==> config.mk <==
export PLATFORM = sky130hd
export DESIGN_NAME = crc_check_controller
export DESIGN_NICKNAME = d
export VERILOG_FILES = /design/src/rtl/crc_pkg.sv /design/src/rtl/crc_shift_counter.sv /design/src/rtl/crc_check_controller.sv
export SDC_FILE = /design/constraint.sdc
export NUM_CORES = 1
export LEC_CHECK = 0
export CELL_PAD_IN_SITES_DETAIL_PLACEMENT = 0
export CELL_PAD_IN_SITES_GLOBAL_PLACEMENT = 1
export CORE_MARGIN = 4
export CORE_UTILIZATION = 34
export DETAILED_ROUTE_END_ITERATION = 10
export PLACE_DENSITY_LB_ADDON = 0.1
export SLEW_MARGIN = 20
export SYNTH_ARGS = -nofsm -noshare
export SYNTH_HDL_FRONTEND = slang
export SYNTH_HIERARCHICAL = 1
export SYNTH_SLANG_ARGS = --single-unit
==> constraint.sdc <==
create_clock -name clk -period 1.6 [get_ports clk]
set_input_delay 0.32 -clock clk [delete_from_list [all_inputs] [get_ports clk]]
set_output_delay 0.32 -clock clk [all_outputs]
set_load 0.02 [all_outputs]
==> src/rtl/crc_pkg.sv <==
// Shared constants for the CRC memory-protection controllers.
// Holds the sequencer state encoding and default widths.
package crc_pkg;

    // 3-bit state codes, shared with the write-side controller
    localparam logic [2:0] ST_IDLE  = 3'd0;
    localparam logic [2:0] ST_RD    = 3'd1;
    localparam logic [2:0] ST_LOAD  = 3'd2;
    localparam logic [2:0] ST_SHIFT = 3'd3;
    localparam logic [2:0] ST_CHECK = 3'd4;
    localparam logic [2:0] ST_DONE  = 3'd5;

    typedef enum logic [2:0] {
        IDLE  = ST_IDLE,
        RD    = ST_RD,
        LOAD  = ST_LOAD,
        SHIFT = ST_SHIFT,
        CHECK = ST_CHECK,
        DONE  = ST_DONE
    } crc_state_e;

    localparam int unsigned CRC_DATA_WIDTH    = 32;
    localparam int unsigned CRC_ERR_CNT_WIDTH = 8;

endpackage

==> src/rtl/crc_shift_counter.sv <==
// Clear/enable bit counter with terminal-count flag for CRC shifting.
// Ports: clk, rst (async active-low), clr_i, en_i, tc_o (count==DATA_WIDTH-1).
module crc_shift_counter
    import crc_pkg::*;
#(
    parameter int unsigned DATA_WIDTH = CRC_DATA_WIDTH
) (
    input  logic clk,
    input  logic rst,
    input  logic clr_i,
    input  logic en_i,
    output logic tc_o
);

    localparam int unsigned CW = $clog2(DATA_WIDTH);
    localparam logic [CW-1:0] LAST = CW'(DATA_WIDTH - 1);

    logic [CW-1:0] cnt_q, cnt_d;

    always_comb begin
        cnt_d = cnt_q;
        if (clr_i) begin
            cnt_d = '0;
        end else if (en_i && (cnt_q != LAST)) begin
            // holds at LAST rather than wrapping
            cnt_d = cnt_q + CW'(1);
        end
    end

    always_ff @(posedge clk or negedge rst) begin
        if (!rst) begin
            cnt_q <= '0;
        end else begin
            cnt_q <= cnt_d;
        end
    end

    assign tc_o = (cnt_q == LAST);

endmodule

==> src/rtl/crc_check_controller.sv <==
// Read-side CRC check sequencer: read, load, shift DATA_WIDTH bits, compare.
// Ports: clk, rst (async active-low), read, write_mem_busy, crc_match in;
//   read_mem_en, load_en, shift_en, compare_en, read_busy, read_valid,
//   read_error out. Macro CRC_ERR_CNT_EN adds err_cnt_clr in, err_count out.
module crc_check_controller
    import crc_pkg::*;
#(
    parameter int unsigned DATA_WIDTH    = CRC_DATA_WIDTH,
    parameter int unsigned ERR_CNT_WIDTH = CRC_ERR_CNT_WIDTH
) (
    input  logic                     clk,
    input  logic                     rst,
    input  logic                     read,
    input  logic                     write_mem_busy,
    input  logic                     crc_match,
`ifdef CRC_ERR_CNT_EN
    input  logic                     err_cnt_clr,
    output logic [ERR_CNT_WIDTH-1:0] err_count,
`endif
    output logic                     read_mem_en,
    output logic                     load_en,
    output logic                     shift_en,
    output logic                     compare_en,
    output logic                     read_busy,
    output logic                     read_valid,
    output logic                     read_error
);

    crc_state_e state_q, state_d;
    logic       pending_q, pending_d;
    logic       read_error_q, read_error_d;
    logic       cnt_clr, cnt_en, cnt_tc;

    logic read_mem_en_q, load_en_q, shift_en_q, compare_en_q;
    logic read_busy_q, read_valid_q;

    crc_shift_counter #(
        .DATA_WIDTH(DATA_WIDTH)
    ) u_cnt (
        .clk  (clk),
        .rst  (rst),
        .clr_i(cnt_clr),
        .en_i (cnt_en),
        .tc_o (cnt_tc)
    );

    always_comb begin
        state_d      = state_q;
        pending_d    = pending_q;
        read_error_d = read_error_q;
        cnt_clr      = 1'b0;
        cnt_en       = 1'b0;
        unique case (state_q)
            IDLE: begin
                // busy from the write side wins over a new request
                if ((read || pending_q) && !write_mem_busy) begin
                    state_d   = RD;
                    pending_d = 1'b0;
                end else if (read) begin
                    pending_d = 1'b1;
                end
            end
            RD: begin
                state_d = LOAD;
            end
            LOAD: begin
                cnt_clr = 1'b1;
                state_d = SHIFT;
            end
            SHIFT: begin
                cnt_en = 1'b1;
                if (cnt_tc) begin
                    state_d = CHECK;
                end
            end
            CHECK: begin
                read_error_d = !crc_match;
                state_d      = DONE;
            end
            DONE: begin
                state_d = IDLE;
            end
            default: begin
                state_d = IDLE;
            end
        endcase
        // one-deep queue; requests while already pending are dropped
        if ((state_q != IDLE) && read) begin
            pending_d = 1'b1;
        end
    end

    // Strobes are flopped from the next state so they track state_q exactly
    always_ff @(posedge clk or negedge rst) begin
        if (!rst) begin
            state_q       <= IDLE;
            pending_q     <= 1'b0;
            read_error_q  <= 1'b0;
            read_mem_en_q <= 1'b0;
            load_en_q     <= 1'b0;
            shift_en_q    <= 1'b0;
            compare_en_q  <= 1'b0;
            read_busy_q   <= 1'b0;
            read_valid_q  <= 1'b0;
        end else begin
            state_q       <= state_d;
            pending_q     <= pending_d;
            read_error_q  <= read_error_d;
            read_mem_en_q <= (state_d == RD);
            load_en_q     <= (state_d == LOAD);
            shift_en_q    <= (state_d == SHIFT);
            compare_en_q  <= (state_d == CHECK);
            read_busy_q   <= (state_d != IDLE) || pending_d;
            read_valid_q  <= (state_d == DONE);
        end
    end

    assign read_mem_en = read_mem_en_q;
    assign load_en     = load_en_q;
    assign shift_en    = shift_en_q;
    assign compare_en  = compare_en_q;
    assign read_busy   = read_busy_q;
    assign read_valid  = read_valid_q;
    assign read_error  = read_error_q;

`ifdef CRC_ERR_CNT_EN
    logic [ERR_CNT_WIDTH-1:0] err_cnt_q, err_cnt_d;

    always_comb begin
        err_cnt_d = err_cnt_q;
        if (err_cnt_clr) begin
            err_cnt_d = '0;
        end else if ((state_q == DONE) && read_error_q && (err_cnt_q != '1)) begin
            err_cnt_d = err_cnt_q + ERR_CNT_WIDTH'(1);
        end
    end

    always_ff @(posedge clk or negedge rst) begin
        if (!rst) begin
            err_cnt_q <= '0;
        end else begin
            err_cnt_q <= err_cnt_d;
        end
    end

    assign err_count = err_cnt_q;
`endif

endmodule

# == Word level (Yosys, flattened, before mapping) ==
# Index checks and enable logic that the tools add are counted.
# classes
eq_ne,11
n_addsub,1
n_mux,11
reduce_logical,11
# ops
operator,n
case mux 3 bit (5 select lines),1
"equality test 3 x 2 -> 1 bit, second input constant",4
two-way mux 5 bit,2
"equality test 3 bit, second input constant",3
"equality test 3 x 1 -> 1 bit, second input constant",2
two-way mux 1 bit,6
two-way mux 3 bit,2
nonzero test 3 bit,2
"adder 5 x 1 -> 5 bit, second input constant",1
"equality test 5 bit, second input constant",1
"!= test 5 bit, second input constant",1
logical AND 1 bit,3
zero test 3 bit,1
zero test 1 bit,2
logical OR 1 bit,2
nonzero test 2 bit,1
# word_totals
reg_bits,16
out_inout_bits,7
elab_cells,44
input_bits,5

# == Depth between registers and ports, before layout ==
# Gate-level depths: netlist of the first run.
# logic_depth
depth_word,6
mapped_depth,7
depth_no_buf,6

# == Cells and area by module ==
# The synthesis of the first run kept the hierarchy.
# modules_own_cells
mod,area_each_um2,n_inst,cells_per_inst,seq_area_each_um2
crc_check_controller,427.9,1,39,275.3
crc_shift_counter,249.0,1,23,125.1

# == Worst setup path before layout of the first run ==
# Ideal clock, no wire load.
# synth_timing
path_type,register to register
from,register u_cnt.cnt_q[0]
to,register u_cnt.cnt_q[3]
setup_ps,77
setup_slack_ps,-166
t_arrival_ps,1688
path_stages_with_launch,8
path_cell_list,dfrtp_1 ha_1 and3_1 ha_1 nand2b_1 clkbuf_2 or3_1 a21oi_1
# synth_via
elab_chain_cells,3
word_cells_on_any_way,6
classes_between,add/sub: 1; eq/ne: 1; mux: 2; reduce/logical: 2
# synth_lines
item,line_no,rtl
"start, declared",crc_shift_counter.sv:18,"logic [CW-1:0] cnt_q, cnt_d;"
"start signal, assigned",crc_shift_counter.sv:34,cnt_q <= cnt_d;
adder 5 x 1 -> 5 bit / != test 5 bit (equally long branches),"crc_shift_counter.sv:26, crc_shift_counter.sv:24",
two-way mux 5 bit / logical AND 1 bit (equally long branches),crc_shift_counter.sv:24,end else if (en_i && (cnt_q != LAST)) begin
two-way mux 5 bit / nonzero test 2 bit (equally long branches),--,
# Several ways; a longest one is shown, not always the timed one. The select of a mux whose other input is x is not followed.
# A chain may end at the register's enable or synchronous reset.

# == Final worst setup path of the first run ==
# Same ends and word-level chain as after synthesis.

==> summary.json, run 1 <==
{
  "drt": {
    "post-route-drc-count": 0,
    "wl_per_cell_microns": 10.7,
    "route.detailed.vias_per_inst": 4.53,
    "via_count": 476,
    "antenna_violating_nets_post_route": 0,
    "totalWireLength_microns": 1120,
    "drtPass1Iterations": 4,
    "drtIter0Drc": 8
  },
  "pwr": {
    "switching_share_pct": 33.0,
    "max-vdd-ir-drop_mv": 0.714,
    "power_density_nw_per_um2": 1360,
    "power.leakage_nw": 0.418,
    "proportion_of_power_drawn_by_flip_flops_and_latches_pct": 46.0,
    "p_int_mw": 0.842,
    "combinationalPowerShare_pct": 38.5,
    "netSwitchingPower_mw": 0.415,
    "clkPwrFrac_pct": 15.5
  },
  "critical_path": {
    "timing.critical_path.buf_inv": 0,
    "timing.setup.critical_path_class": "register to register",
    "worstPathArrival_ns": 1.80,
    "critical_path.max_stage_delay_ns": 0.41,
    "worst_path_max_delay_cell": "sky130_fd_sc_hd__dfrtp_1",
    "path_delay_family": "simple AND/OR/NAND/NOR gates",
    "worstReg2RegStart": "u_cnt/cnt_q[0]",
    "r2r-end": "u_cnt/cnt_q[3]",
    "worstPathMaxFanout": 5,
    "ff2ff_path_depth": 6,
    "reg2reg_slack_ns": 0.005,
    "cp-start-kind": "register",
    "crit_chain": "ha_2 > and3_4 > ha_4 > nand2b_4 > or3_4 > a21oi_2",
    "worst_path_required_ns": 1.81,
    "crit_path_end_kind": "register"
  },
  "floorplanning": {
    "floorplan.core_area_sq_um": 1800,
    "die_height_microns": 52.6,
    "std_cell_rows": 15,
    "die_w_microns": 52.6,
    "floorplan.initialDensity_pct": 37.6,
    "io_pins": 12,
    "die-area_sq_um": 2770
  },
  "cells_and_area": {
    "n_antenna_cell": 0,
    "core_utilization_of_the_finished_layout_pct": 51.2,
    "seq_area_sq_um": 400,
    "number_of_flip_flops_under_the_largest_register_name": 5,
    "num-nets-final": 89,
    "nFillCells": 176,
    "share_of_final_layout_standard_cells_stronger_than_drive_strength_1_pct": 23.8,
    "area_of_combinational_cells_with_multiple_inputs_sq_um": 303,
    "syn2layout_area_growth_pct": 36.2,
    "regMostFlops": "u_cnt/cnt_q",
    "reg.largest.list": "u_cnt/cnt_q x5, state_q x3"
  },
  "timing": {
    "timing.final.crit_period_ns": 1.60,
    "clock-skew-final_ns": 0.00299,
    "slew_headroom_pct": 74.6,
    "setup_ws_final_ns": 0.00497,
    "min_period_over_period_pct": 99.7,
    "tns_ns": 0,
    "setup_viol": 0,
    "tightestPinTransition_ns": 0.380,
    "timing.final.hold_violations": 0,
    "count_of_pins_over_their_slew_limit": 0,
    "rsz0062_at_grt": "true",
    "max_clock_freq_mhz": 627
  },
  "placement": {
    "globalplace.congestion": 0.673,
    "portBuffers": 11,
    "dpl_worst_slack_ns": 0.0384
  },
  "logic_synthesis": {
    "syn_area_sq_um": 677,
    "synth-edff-count": 0,
    "share_of_synthesized_area_occupied_by_flip_flops_and_latches_pct": 59.1,
    "mappedNetlistNets": 69,
    "ys_dominant_reg_cell": "sky130_fd_sc_hd__dfrtp_1",
    "netlist_instances": 62,
    "ys_warn_count": 6,
    "syn_area_per_cell_sq_um": 10.9,
    "synth_async_sr_flop_share_pct": 100,
    "ys_seq_elements": 16,
    "synth.distinct_cells": 22
  },
  "clocking": {
    "cts_made_buffers": 3,
    "clk_path_buf_depth": 2,
    "clock_network_latency_to_the_later_pin_of_the_worst_skew_pair_ns": 0.27,
    "cts_tree": "yes",
    "numClockSinks": 16,
    "cts.root.buffer_cell": "sky130_fd_sc_hd__clkbuf_4",
    "clk_pin_slew_worst_paths_ns": 0.08,
    "htreeDepth": 1
  },
  "global_routing": {
    "vias_in_the_first_global_route": 474,
    "grt_pass1_wl_microns": 1970,
    "largest_net_degree_at_the_start_of_global_routing": 17,
    "grt.total_usage_pct": 9.91,
    "number_of_antenna_violations_at_the_first_check_in_global_routing": 0,
    "grt-ovfl-total": 0
  },
  "status": {
    "outcome": "complete, no violations"
  },
  "worst_hold_path": {
    "timing.hold.worst.class": "input pin to async pin"
  },
  "job": {
    "maxCapViolations": 0
  }
}
## through the flow
step                std cells  power [mW]  hold slack, ns  cell area [sq um]
global placement           99        1.01           0.456                866
floorplan                  62       0.927          0.0244                723
CTS                       102        1.21           0.367                888
finish                    105        1.26           0.360                922
global route              105        1.39           0.366                922
detailed placement         99        1.01           0.468                866
## power by group through the flow
stage / Sequential [mW] / Combinational (mW) / Clock (mW)
3_5_place_dp: 0.585 / 0.425 / 0
2_1_floorplan: 0.587 / 0.340 / 0
6_report: 0.578 / 0.484 / 0.194
4_1_cts: 0.577 / 0.429 / 0.205
3_3_place_gp: 0.584 / 0.423 / 0
5_1_grt: 0.596 / 0.565 / 0.230
## layout by cell type (no fill, tap or decap), drive strengths merged
cell type	Yosys	routed
or2b	1	1
and3	2	2
dlymetal6s2s	0	1
mux2i	2	2
and4	1	1
a21oi	3	3
or3	1	1
ha	2	2
buf	1	6
clkbuf	1	3
nor3	1	1
nand3b	1	1
nand3	1	1
o21ai	4	4
nand2b	2	2
nand2	4	4
and3b	1	1
xor2	3	3
nor2	12	12
or3b	1	1
dfrtp	16	16
inv	2	2
clkdlybuf4s50	0	10
## layout make-up
type / instances / share of cell area, %
well taps: 25 / 3.39
multi-input cells: 42 / 32.8
clock buffers: 3 / 2.44
flip-flops and latches: 16 / 43.4
inverters: 2 / 0.814
repair buffers: 17 / 17.1
## layer usage
metal	global-route usage, %	vias up	share of wire [%]
met5	0	-	0
met4	5.11	0	1.2
met3	3.70	2	7.0
met2	14.7	8	46
met1	12.4	222	45
li1	-	244	-
## synthesized netlist by cell type, types with 2 or more instances
library cell	number	area share, %
sky130_fd_sc_hd__a21oi_1	3	2.2
sky130_fd_sc_hd__and3_1	2	1.8
sky130_fd_sc_hd__dfrtp_1	16	59
sky130_fd_sc_hd__ha_1	2	3.7
sky130_fd_sc_hd__inv_1	2	1.1
sky130_fd_sc_hd__mux2i_1	2	3.0
sky130_fd_sc_hd__nand2_1	4	2.2
sky130_fd_sc_hd__nand2b_1	2	1.8
sky130_fd_sc_hd__nor2_1	12	6.7
sky130_fd_sc_hd__o21ai_0	3	2.2
sky130_fd_sc_hd__xor2_1	3	3.9
## how the worst max path moves through the flow
| stage | start | to | slack, ns | cells after the start |
|---|---|---|---|---|
| 3_5_place_dp | u_cnt/cnt_q[0] | u_cnt/cnt_q[3] | 0.04 | 6 |
| 2_1_floorplan | u_cnt/cnt_q[0] | u_cnt/cnt_q[3] | -0.007 | 7 |
| 6_report | u_cnt/cnt_q[0] | u_cnt/cnt_q[3] | 0.005 | 6 |
| 3_3_place_gp | u_cnt/cnt_q[0] | u_cnt/cnt_q[3] | 0.06 | 6 |
| 5_1_grt | u_cnt/cnt_q[0] | u_cnt/cnt_q[3] | -0.06 | 6 |
| 4_1_cts | u_cnt/cnt_q[0] | u_cnt/cnt_q[3] | 0.01 | 6 |
## worst reg2reg max path, delay by kind of cell, from the launching register on
| kind | cells | cell delay (ns) |
|---|---|---|
| AOI/OAI and AO/OA | 1 | 0.13 |
| and+or+nand+nor | 3 | 0.61 |
| DFF | 1 | 0.41 |
| adders and majority gates | 2 | 0.36 |
## what timing repair did
item | in CTS | in global routing
buffers inserted | 0 | 3
setup endpoints to repair | 0 | 2
hold buffers | 0 | 0
gates resized for setup | 0 | 3
## cell families (layout without fill, tap and decap cells)
family          after synthesis  count (layout)  synth area share [%]
xor+xnor                      3               3                  3.88
compound gates                7               7                  5.73
simple gates                 28              28                  21.6
fa+ha+maj                     2               2                  3.70
mux                           2               2                  2.96
buf+inv                       4              22                  2.96
flops                        16              16                  59.1
Note: power is estimated with default switching activity, not from simulation.
==> run 2: changes to the inputs <==
SETUP_SLACK_MARGIN = 0.4   (was not set)
==> run 2 against run 1 <==
  * Power grew 8.5%
  * Non-clock buffer count grew 4
  * Final cell count grew 3.8%
  * Critical endpoint unchanged
==> summary.json, run 2 (synthesized netlist as in run 1, its figures left out) <==
{
  "placement": {
    "globalplace.congestion": 0.658,
    "dpl_worst_slack_ns": 0.0409,
    "dp.final_hpwl_microns": 826,
    "portBuffers": 11,
    "placed_cell_area_sq_um": 866
  },
  "global_routing": {
    "grt-ovfl-total": 0,
    "grt.met1_usage_pct": 15.2,
    "grt.total_usage_pct": 11.1,
    "gr-usage-met3_pct": 3.13,
    "number_of_antenna_violations_at_the_first_check_in_global_routing": 0,
    "met2_usage_pct": 15.3,
    "grt_pass1_wl_microns": 2210,
    "grt_busiest_layer": "met2",
    "vias_in_the_first_global_route": 517,
    "largest_net_degree_at_the_start_of_global_routing": 17
  },
  "cells_and_area": {
    "share_of_final_layout_standard_cells_stronger_than_drive_strength_1_pct": 36.9,
    "num-nets-final": 93,
    "number_of_flip_flops_under_the_largest_register_name": 5,
    "n_antenna_cell": 0,
    "syn2layout_area_growth_pct": 37.7,
    "mostFrequentLayoutCells": "sky130_fd_sc_hd__dfrtp_1, sky130_fd_sc_hd__nor2_1, sky130_fd_sc_hd__buf_2, sky130_fd_sc_hd__buf_4, sky130_fd_sc_hd__clkdlybuf4s50_1",
    "mostFrequentLayoutCell": "sky130_fd_sc_hd__dfrtp_1",
    "reg.largest.list": "u_cnt/cnt_q x5, state_q x3",
    "core_utilization_of_the_finished_layout_pct": 51.7,
    "design_area_sq_um": 932,
    "nFillCells": 190,
    "regMostFlops": "u_cnt/cnt_q"
  },
  "timing": {
    "timing.final.crit_period_ns": 1.54,
    "setup_viol": 0,
    "fin_hold_ws_ns": 0.356,
    "tightestPinTransition_ns": 0.350,
    "max_clock_freq_mhz": 649,
    "slew_headroom_pct": 76.6,
    "setup_ws_final_ns": 0.0603,
    "count_of_pins_over_their_slew_limit": 0,
    "timing.final.hold_violations": 0,
    "rsz0062_at_grt": "true",
    "clock-skew-final_ns": 0.00254,
    "min_period_over_period_pct": 96.2
  },
  "clocking": {
    "clk_pin_slew_worst_paths_ns": 0.09,
    "cts.root.buffer_cell": "sky130_fd_sc_hd__clkbuf_4",
    "numClockSinks": 16,
    "clk_path_buf_depth": 2,
    "clock_network_latency_to_the_later_pin_of_the_worst_skew_pair_ns": 0.28,
    "cts_tree": "yes",
    "cts_made_buffers": 3,
    "htreeDepth": 1,
    "holdBufCountCts": 0
  },
  "pwr": {
    "total_power_mw": 1.36,
    "proportion_of_power_drawn_by_flip_flops_and_latches_pct": 42.0,
    "p_int_mw": 0.903,
    "power.leakage_nw": 0.441,
    "power_density_nw_per_um2": 1460,
    "netSwitchingPower_mw": 0.461,
    "switching_share_pct": 33.8,
    "combinationalPowerShare_pct": 43.0,
    "clkPwrFrac_pct": 15.0,
    "max-vdd-ir-drop_mv": 0.989
  },
  "critical_path": {
    "worstReg2RegStart": "u_cnt/cnt_q[0]",
    "crit_path_end_kind": "register",
    "reg2reg_slack_ns": 0.06,
    "r2r-end": "u_cnt/cnt_q[3]",
    "worstPathMaxFanout": 4,
    "cp-start-kind": "register",
    "timing.setup.critical_path_class": "register to register",
    "worstPathArrival_ns": 1.75,
    "ff2ff_path_depth": 6,
    "worst_path_required_ns": 1.81
  },
  "drt": {
    "via_count": 495,
    "drtIter0Drc": 3,
    "antenna_violating_nets_post_route": 0,
    "drtPass1Iterations": 4,
    "route.detailed.vias_per_inst": 4.54,
    "totalWireLength_microns": 1260,
    "wl_per_cell_microns": 11.6,
    "post-route-drc-count": 0
  },
  "worst_hold_path": {
    "timing.hold.worst.class": "input pin to async pin"
  },
  "floorplanning": {
    "std_cell_rows": 15,
    "floorplan.core_area_sq_um": 1800,
    "floorplan.initialDensity_pct": 37.6,
    "io_pins": 12,
    "die_w_microns": 52.6,
    "die-area_sq_um": 2770,
    "die_height_microns": 52.6
  },
  "status": {
    "outcome": "complete, no violations"
  },
  "job": {
    "maxCapViolations": 0
  }
}
[run 2: final cells by class]
type	instances	area, sq um	area share [%]
Sequential cell	16	400	43.0
Multi-Input combinational cell	42	309	33.2
Timing Repair Buffer	21	161	17.3
Tap cell	25	31.3	3.36
Clock buffer	3	22.5	2.42
Inverter	2	7.51	0.805
[run 2: worst max path at each step]
stage / startpoint / endpoint / cells after the start
3_3_place_gp: u_cnt/cnt_q[0] / u_cnt/cnt_q[3] / 6
4_1_cts: u_cnt/cnt_q[1] / u_cnt/cnt_q[3] / 6
3_5_place_dp: u_cnt/cnt_q[0] / u_cnt/cnt_q[3] / 6
6_report: u_cnt/cnt_q[0] / u_cnt/cnt_q[3] / 6
5_1_grt: u_cnt/cnt_q[0] / u_cnt/cnt_q[2] / 7
2_1_floorplan: u_cnt/cnt_q[0] / u_cnt/cnt_q[3] / 7
[run 2: repair_timing]
| action | CTS | global route |
|---|---|---|
| pin swaps | 2 | 7 |
| cloned | 0 | 0 |
| setup buffers | 5 | 2 |
| setup endpoints to repair | 15 | 12 |
| gates resized for setup | 28 | 6 |
[run 2: through the flow]
step                TNS [ns]  instances
floorplan           -0.00747         62
global placement           0         99
detailed placement         0         99
CTS                        0        107
global route               0        109
finish                     0        109
[run 2: worst max-delay path, stage by stage, from the launching register on]
cell and delay (ns):
sky130_fd_sc_hd__dfrtp_1 0.39, sky130_fd_sc_hd__ha_2 0.20, sky130_fd_sc_hd__and3_4 0.15, sky130_fd_sc_hd__ha_4 0.15
sky130_fd_sc_hd__nand2b_4 0.15, sky130_fd_sc_hd__or3_1 0.31, sky130_fd_sc_hd__a21oi_1 0.12
[run 2: power by group through the flow]
stage	logic [mW]	clock network, mW	registers, mW
after global placement	0.426	0	0.586
after floorplan	0.342	0	0.587
after global routing	0.663	0.234	0.586
after CTS	0.504	0.217	0.567
final	0.586	0.205	0.573
after detailed placement	0.428	0	0.585
[run 2: layer usage]
layer  vias up  share of wire (%)
met1       229                 50
met2        12                 43
met4         0               0.79
met5         -                  0
li1        252                  -
met3         2                5.9
